**src/rtl/alu_core.sv**
```systemverilog
// Registered N-bit ALU producing a result and NZCV flags every clock; the stored C flag feeds
// ADC/SBC. Define ALU_MUL_EN to build the multiplier for opcode 0010 (otherwise it is reserved).
module alu_core #(
    parameter int unsigned N = 3
) (
    input  logic         clk,
    input  logic         rst,
    input  logic [N-1:0] a,
    input  logic [N-1:0] b,
    input  logic [3:0]   s,
    output logic [N-1:0] z,
    output logic [3:0]   flags
);

    typedef enum logic [3:0] {
        OpAdd = 4'h0,
        OpSub = 4'h1,
        OpMul = 4'h2,
        OpSbc = 4'h3,
        OpSll = 4'h4,
        OpSrl = 4'h5,
        OpSra = 4'h6,
        OpRor = 4'h7,
        OpAnd = 4'h8,
        OpOr  = 4'h9,
        OpXor = 4'hA,
        OpMvn = 4'hB,
        OpAdc = 4'hC,
        OpMov = 4'hD,
        OpBic = 4'hE,
        OpRsv = 4'hF
    } op_e;

    localparam logic [N-1:0] WidthN = N[N-1:0];

    op_e          op;
    logic         c_reg;
    logic         is_sub;
    logic         cin;
    logic [N-1:0] addend;
    logic [N:0]   sum;
    logic         v_arith;
    logic [N-1:0] rot_amt;
    logic [N-1:0] rot;
    logic [N-1:0] r;
    logic         c_d;
    logic         v_d;

    assign op    = op_e'(s);
    assign c_reg = flags[1];

    // Subtraction is a + ~b + cin, so C comes out as "no borrow" for free.
    always_comb begin
        is_sub  = (op == OpSub) || (op == OpSbc);
        addend  = is_sub ? ~b : b;
        cin     = 1'b0;
        if (op == OpSub) begin
            cin = 1'b1;
        end else if ((op == OpAdc) || (op == OpSbc)) begin
            cin = c_reg;
        end
        sum     = {1'b0, a} + {1'b0, addend} + {{N{1'b0}}, cin};
        v_arith = (a[N-1] == addend[N-1]) && (sum[N-1] != a[N-1]);
        rot_amt = b % WidthN;
        rot     = (a >> rot_amt) | (a << (WidthN - rot_amt));
    end

    always_comb begin
        r   = '0;
        c_d = 1'b0;
        v_d = 1'b0;
        unique case (op)
            OpAdd, OpSub, OpSbc, OpAdc: begin
                r   = sum[N-1:0];
                c_d = sum[N];
                v_d = v_arith;
            end
`ifdef ALU_MUL_EN
            OpMul: r = a * b;
`else
            OpMul: r = '0;
`endif
            OpSll: r = a << b;
            OpSrl: r = a >> b;
            OpSra: r = $signed(a) >>> b;
            OpRor: r = rot;
            OpAnd: r = a & b;
            OpOr:  r = a | b;
            OpXor: r = a ^ b;
            OpMvn: r = ~a;
            OpMov: r = b;
            OpBic: r = a & ~b;
            OpRsv: r = '0;
        endcase
    end

    always_ff @(posedge clk) begin
        if (rst) begin
            z     <= '0;
            flags <= 4'b0000;
        end else begin
            z     <= r;
            flags <= {r[N-1], ~|r, c_d, v_d};
        end
    end

endmodule

```
**config.mk**
```make
export PLATFORM = sky130hd
export DESIGN_NAME = alu_core
export DESIGN_NICKNAME = d
export VERILOG_FILES = /design/src/rtl/alu_core.sv
export SDC_FILE = /design/constraint.sdc
export NUM_CORES = 1
export LEC_CHECK = 0
export BUFFER_PORTS_ARGS = -buffer_cell sky130_fd_sc_hd__buf_2
export CORE_ASPECT_RATIO = 0.75
export CORE_MARGIN = 4
export CORE_UTILIZATION = 35
export DETAILED_ROUTE_END_ITERATION = 8
export SLEW_MARGIN = 20
export SYNTH_ARGS = -nofsm -noshare
export SYNTH_HDL_FRONTEND = slang
export SYNTH_SLANG_ARGS = --single-unit
export TNS_END_PERCENT = 10
```
**constraint.sdc**
```tcl
create_clock -name clk -period 3.2 [get_ports clk]
set_input_delay 0.32 -clock clk [delete_from_list [all_inputs] [get_ports clk]]
set_output_delay 0.32 -clock clk [all_outputs]
set_load 0.01 [all_outputs]
```
; ---- Yosys cells after proc, flatten, opt, wreduce, memory -nomap -nowiden
; Cells that the tools add are included.
[word_totals]
ff_bits = 7
input_bits = 12
[op_classes]
add_sub_neg = 3
div = 1
eq_ne = 17
n_shift = 5
n_mux = 4
n_bitwise = 8
n_reduce_logical = 9
[op_table]
columns = op, n
row1 = $pmux W3 S12, 1
row2 = $eq A4 B4 Y1 const B, 8
row3 = $eq A4 B3 Y1 const B, 4
row4 = $eq A4 B2 Y1 const B, 2
row5 = $and A3 B3 Y3, 2
row6 = $not A3 Y3, 2
row7 = $or A3 B3 Y3, 2
row8 = $shl A3 B3 Y3, 2
row9 = $shr A3 B3 Y3, 2
row10 = $add A3 B3 Y4, 1
row11 = $add A4 B1 Y4, 1
row12 = $eq A4 B1 Y1 const B, 1
row13 = $logic_not A4 Y1, 1
row14 = $reduce_or A2 Y1, 2
row15 = $reduce_or A4 Y1, 1
row16 = $mod A3 B2 Y3 const B, 1
row17 = $mux W3, 1
row18 = $reduce_or A3 Y1, 1
row19 = $sshr A3 B3 Y3, 1
row20 = $sub A2 B3 Y3 const A, 1
row21 = $xor A3 B3 Y3, 1
row22 = $logic_or A1 B1 Y1, 2
row23 = $mux W1, 2
row24 = $eq A1 B1 Y1, 1
row25 = 4 further kinds, 4

; ---- Logic depth before layout (Yosys ltp)
[logic_depth]
depth_word = 8
depth_mapped = 10
mapped_depth_nobuf = 8

; ---- Worst setup path before layout
; OpenSTA, ideal clock, no wires.
[synth_path]
path_kind = in2reg
from = in s[2]
to = reg z[2]
setup_time_ps = 58
t_arrival_ps = 2436
required_time_ps = 3142
path_slack_ps = 706
path_stages = 9
path_cell_list = buf_2 buf_6 nor3b_2 xnor2_1 fa_1 fa_1 xor2_1 a32oi_1 and2b_1
[synth_via]
elab_chain_cells = 6
elab_cells_between_ends = 26
cone_classes = add/sub: 2 / eq/ne: 15 / mux: 4 / reduce/logical: 5
[synth_lines]
columns = item, line_no
row1 = start: declaration, 10  ; input logic [3:0] s,
row2 = $eq A4 B1 Y1 (tied with other cells), "54, 57, 72"
row3 = "$logic_or A1 B1 Y1, on equally long branches", "54, 59"
row4 = $mux W3 or $mux W1 (tied branches), "55, 59"
row5 = $add A3 B3 Y4 or $mux W1 (tied branches), "62, 57"
row6 = $add A4 B1 Y4, 62  ; sum = {1'b0, a} + {1'b0, addend} + {{N{1'b0}}, cin};
row7 = $pmux W3 S12 (*), 72  ; unique case (op)
row8 = end signal: assignment, 102  ; z <= r;
row9 = end: declaration, 11  ; output logic [N-1:0] z,
; Every way passes the cells marked *; elsewhere a longest branch is shown, timed or not.
; A chain may end at the register's enable or synchronous reset.

; ---- Worst setup path in the final report
[layout_path]
from = in s[0]
to = reg z[2]
; The elaborated chain is that of the path after synthesis.

==> run metrics <==
hpwl dp 2550 um; post-synthesis instance area 0.00121 mm2; asr flop ratio synth 0; Post-Synth Simple-Gate Area 0.327; CTS Buf Count 3; Root Buffer clkbuf_8; drt wl/cell 16.7 um; LEAKAGE 0.000542 uW; CTS Hold Bufs 0; DRC viols 0; 1st-pass router iterations 4; H-tree levels 1; Routed WL 3350 um; fmax 396 MHz; clock buffer depth 2; Switch Pwr 134 uW; Mean Syn Cell Area 7.89 um2; Clock transition at path regs 0.04 ns; post-route setup TNS 0 ns; Clock power frac 0.316; clock latency on the worst-skew pair 0.23 ns; core area 0.00331 mm2; # rows 18; Slew @ Worst Pin 0.504 ns; Final Hold Vio Count 0; via count 1217; GRT Util Overall 0.158; largest family of logic cells by synthesized area simple AND/OR/NAND/NOR gates; Seq pwr share 0.230; IO Pins 19; switch share 0.368; Power Density 281 mW/mm2; final net count 185; worst endpoint required time 3.37 ns; DRT iter0 DRCs 61; layout cells sized above 1 0.193; Final Critical Period 2.53 ns; die area 0.00449 mm2; Max VDD drop 0.000179 V; Synth Area in Adders 0.115; pin count of the biggest net entering global routing 20; post-CTS setup buffers 0; cell taking the most area after synthesis dfxtp_1; library cells used by synthesis 69; Die X 76.0 um; grt ovf 0; Pint 230 uW; CP arrival 2.69 ns; pre-CTS setup slack 0.455 ns; sequential-to-total area share from yosys stat 0.0989; Fillers 362; setup ws final 0.675 ns; top post-synthesis cells by area dfxtp_1 (9.9%), ha_1 (8.2%), buf_6 (3.7%), nor2b_1 (3.6%), fa_1 (3.3%); worst setup path class primary input to flip-flop; final setup vio count 0; diodes inserted 0; CP max FO 19; Net Count, Synth 176; relative slew slack 0.660; CTS tree done; synth warn 0; Max Cap Viol 0; HP Class primary input to flip-flop; vias in the first global route 1141; global-route wire length before repair 5800 um; Setup crit start kind primary input; Die Y 59.0 um; port bufs 18; CTS sink cnt 6; Vias per Instance 6.05; status finished, final reports clean; dominant synthesized flop cell dfxtp_1; unrepaired setup endpoints after global routing no; CTS resizes 0; share of the synthesized area in the top cell type 0.0989; Fin Clk Skew 0.00227 ns; post-synthesis register bit count 6; Final Wtd Congestion 0.877; Comb pwr share 0.454; number of synthesized flops with an enable pin 0; Initial Utilization 0.367; Final ANT Viol Nets 0; Synth Area in XOR/XNOR 0.0433; leading post-synthesis cells by instance count inv_1 (9), ha_1 (8), nand3_1 (8), nor2_1 (8), nor2b_1 (7); P&R area growth vs syn 6.28%; mux share of post-synthesis cell area 0.0206; crit share post-route 0.789; cell count after synthesis 154; max-slew violation count 0; count leader, synth inv_1; initial antenna violation count 0; Compound-Gate Fraction of Synth Area 0.277; Worst setup EP type flip-flop
-- metal layers --
metal | global-route usage | wire (um) | vias up
li1 | - | - | 594
met1 | 0.235 | 1770 | 589
met2 | 0.230 | 1430 | 29
met3 | 0.0289 | 120 | 5
met4 | 0.0482 | 35 | 0
met5 | 0 | 0 | -
-- through the flow --
step	hold slack [ns]	total power [uW]	cell area [um2]	instances	utilization
after CTS	0.338	364	1290	201	0.390
after floorplan	0.391	215	1210	154	-
after detailed placement	0.572	248	1250	198	0.378
after global placement	0.562	243	1250	198	0.378
final	0.340	363	1290	201	0.390
after global routing	0.355	392	1290	201	0.390
-- flip-flops by register name, indices dropped and copies added (netlist names) --
signal,cells
z,3
flags,3
-- final timing paths --
kind,from,end,slack [ns],cells past startpoint
min,rst,flags[2]$_SDFF_PP0_,0.34,2
min reg2reg,flags[1]$_SDFF_PP0_,z[0]$_SDFF_PP0_,1.04,4
max reg2reg,flags[1]$_SDFF_PP0_,z[2]$_SDFF_PP0_,1.20,7
max,s[0],z[2]$_SDFF_PP0_,0.67,8
-- logic make-up (layout without fill, tap and decap cells) --
family / count (synthesis) / count (layout)
and+or+nand+nor: 63 / 63
AOI/OAI and AO/OA: 43 / 43
buffers and inverters: 24 / 31
adders and majority gates: 10 / 10
xor gates and xnor gates: 6 / 6
DFF: 6 / 6
muxes: 2 / 2
-- worst max-delay path: stages --
cell and delay (ns):
buf_2 0.29, nor3b_2 0.49, xnor2_1 0.16, fa_1 0.46, fa_1 0.43, xor2_1 0.16
a32oi_1 0.23, and2b_1 0.15
-- area by class of cell --
| cell class | count | area (um2) | share of cell area |
|---|---|---|---|
| multi-input cells | 124 | 952 | 0.737 |
| flip-flops and latches | 6 | 120 | 0.0930 |
| repair buffers | 18 | 90.1 | 0.0698 |
| well taps | 40 | 50.0 | 0.0388 |
| clock buffers | 3 | 41.3 | 0.0320 |
| inverters | 10 | 37.5 | 0.0291 |
-- layout by cell type (no fill, tap or decap), drive strengths merged, types with 3 or more instances in the layout --
cell,synthesis,layout
or2,3,3
nand3,8,8
dfxtp,6,6
buf,12,18
a21o,3,3
xor2,3,3
nor3b,4,4
xnor2,3,3
and2b,3,3
nor2b,8,8
nand4,4,4
a21oi,6,6
a32oi,4,4
nor2,9,9
nand2,5,5
ha,8,8
nand3b,4,4
inv,10,10
o21ai,5,5
clkbuf,2,3
-- power groups by stage --
stage	clock network [uW]	registers, uW	logic [uW]
global placement	0	84.2	159
finish	115	83.5	165
CTS	116	83.6	164
global route	123	84.1	185
detailed placement	0	84.7	164
floorplan	0	88.0	127
No activity file was read; power rests on OpenSTA's default activity.
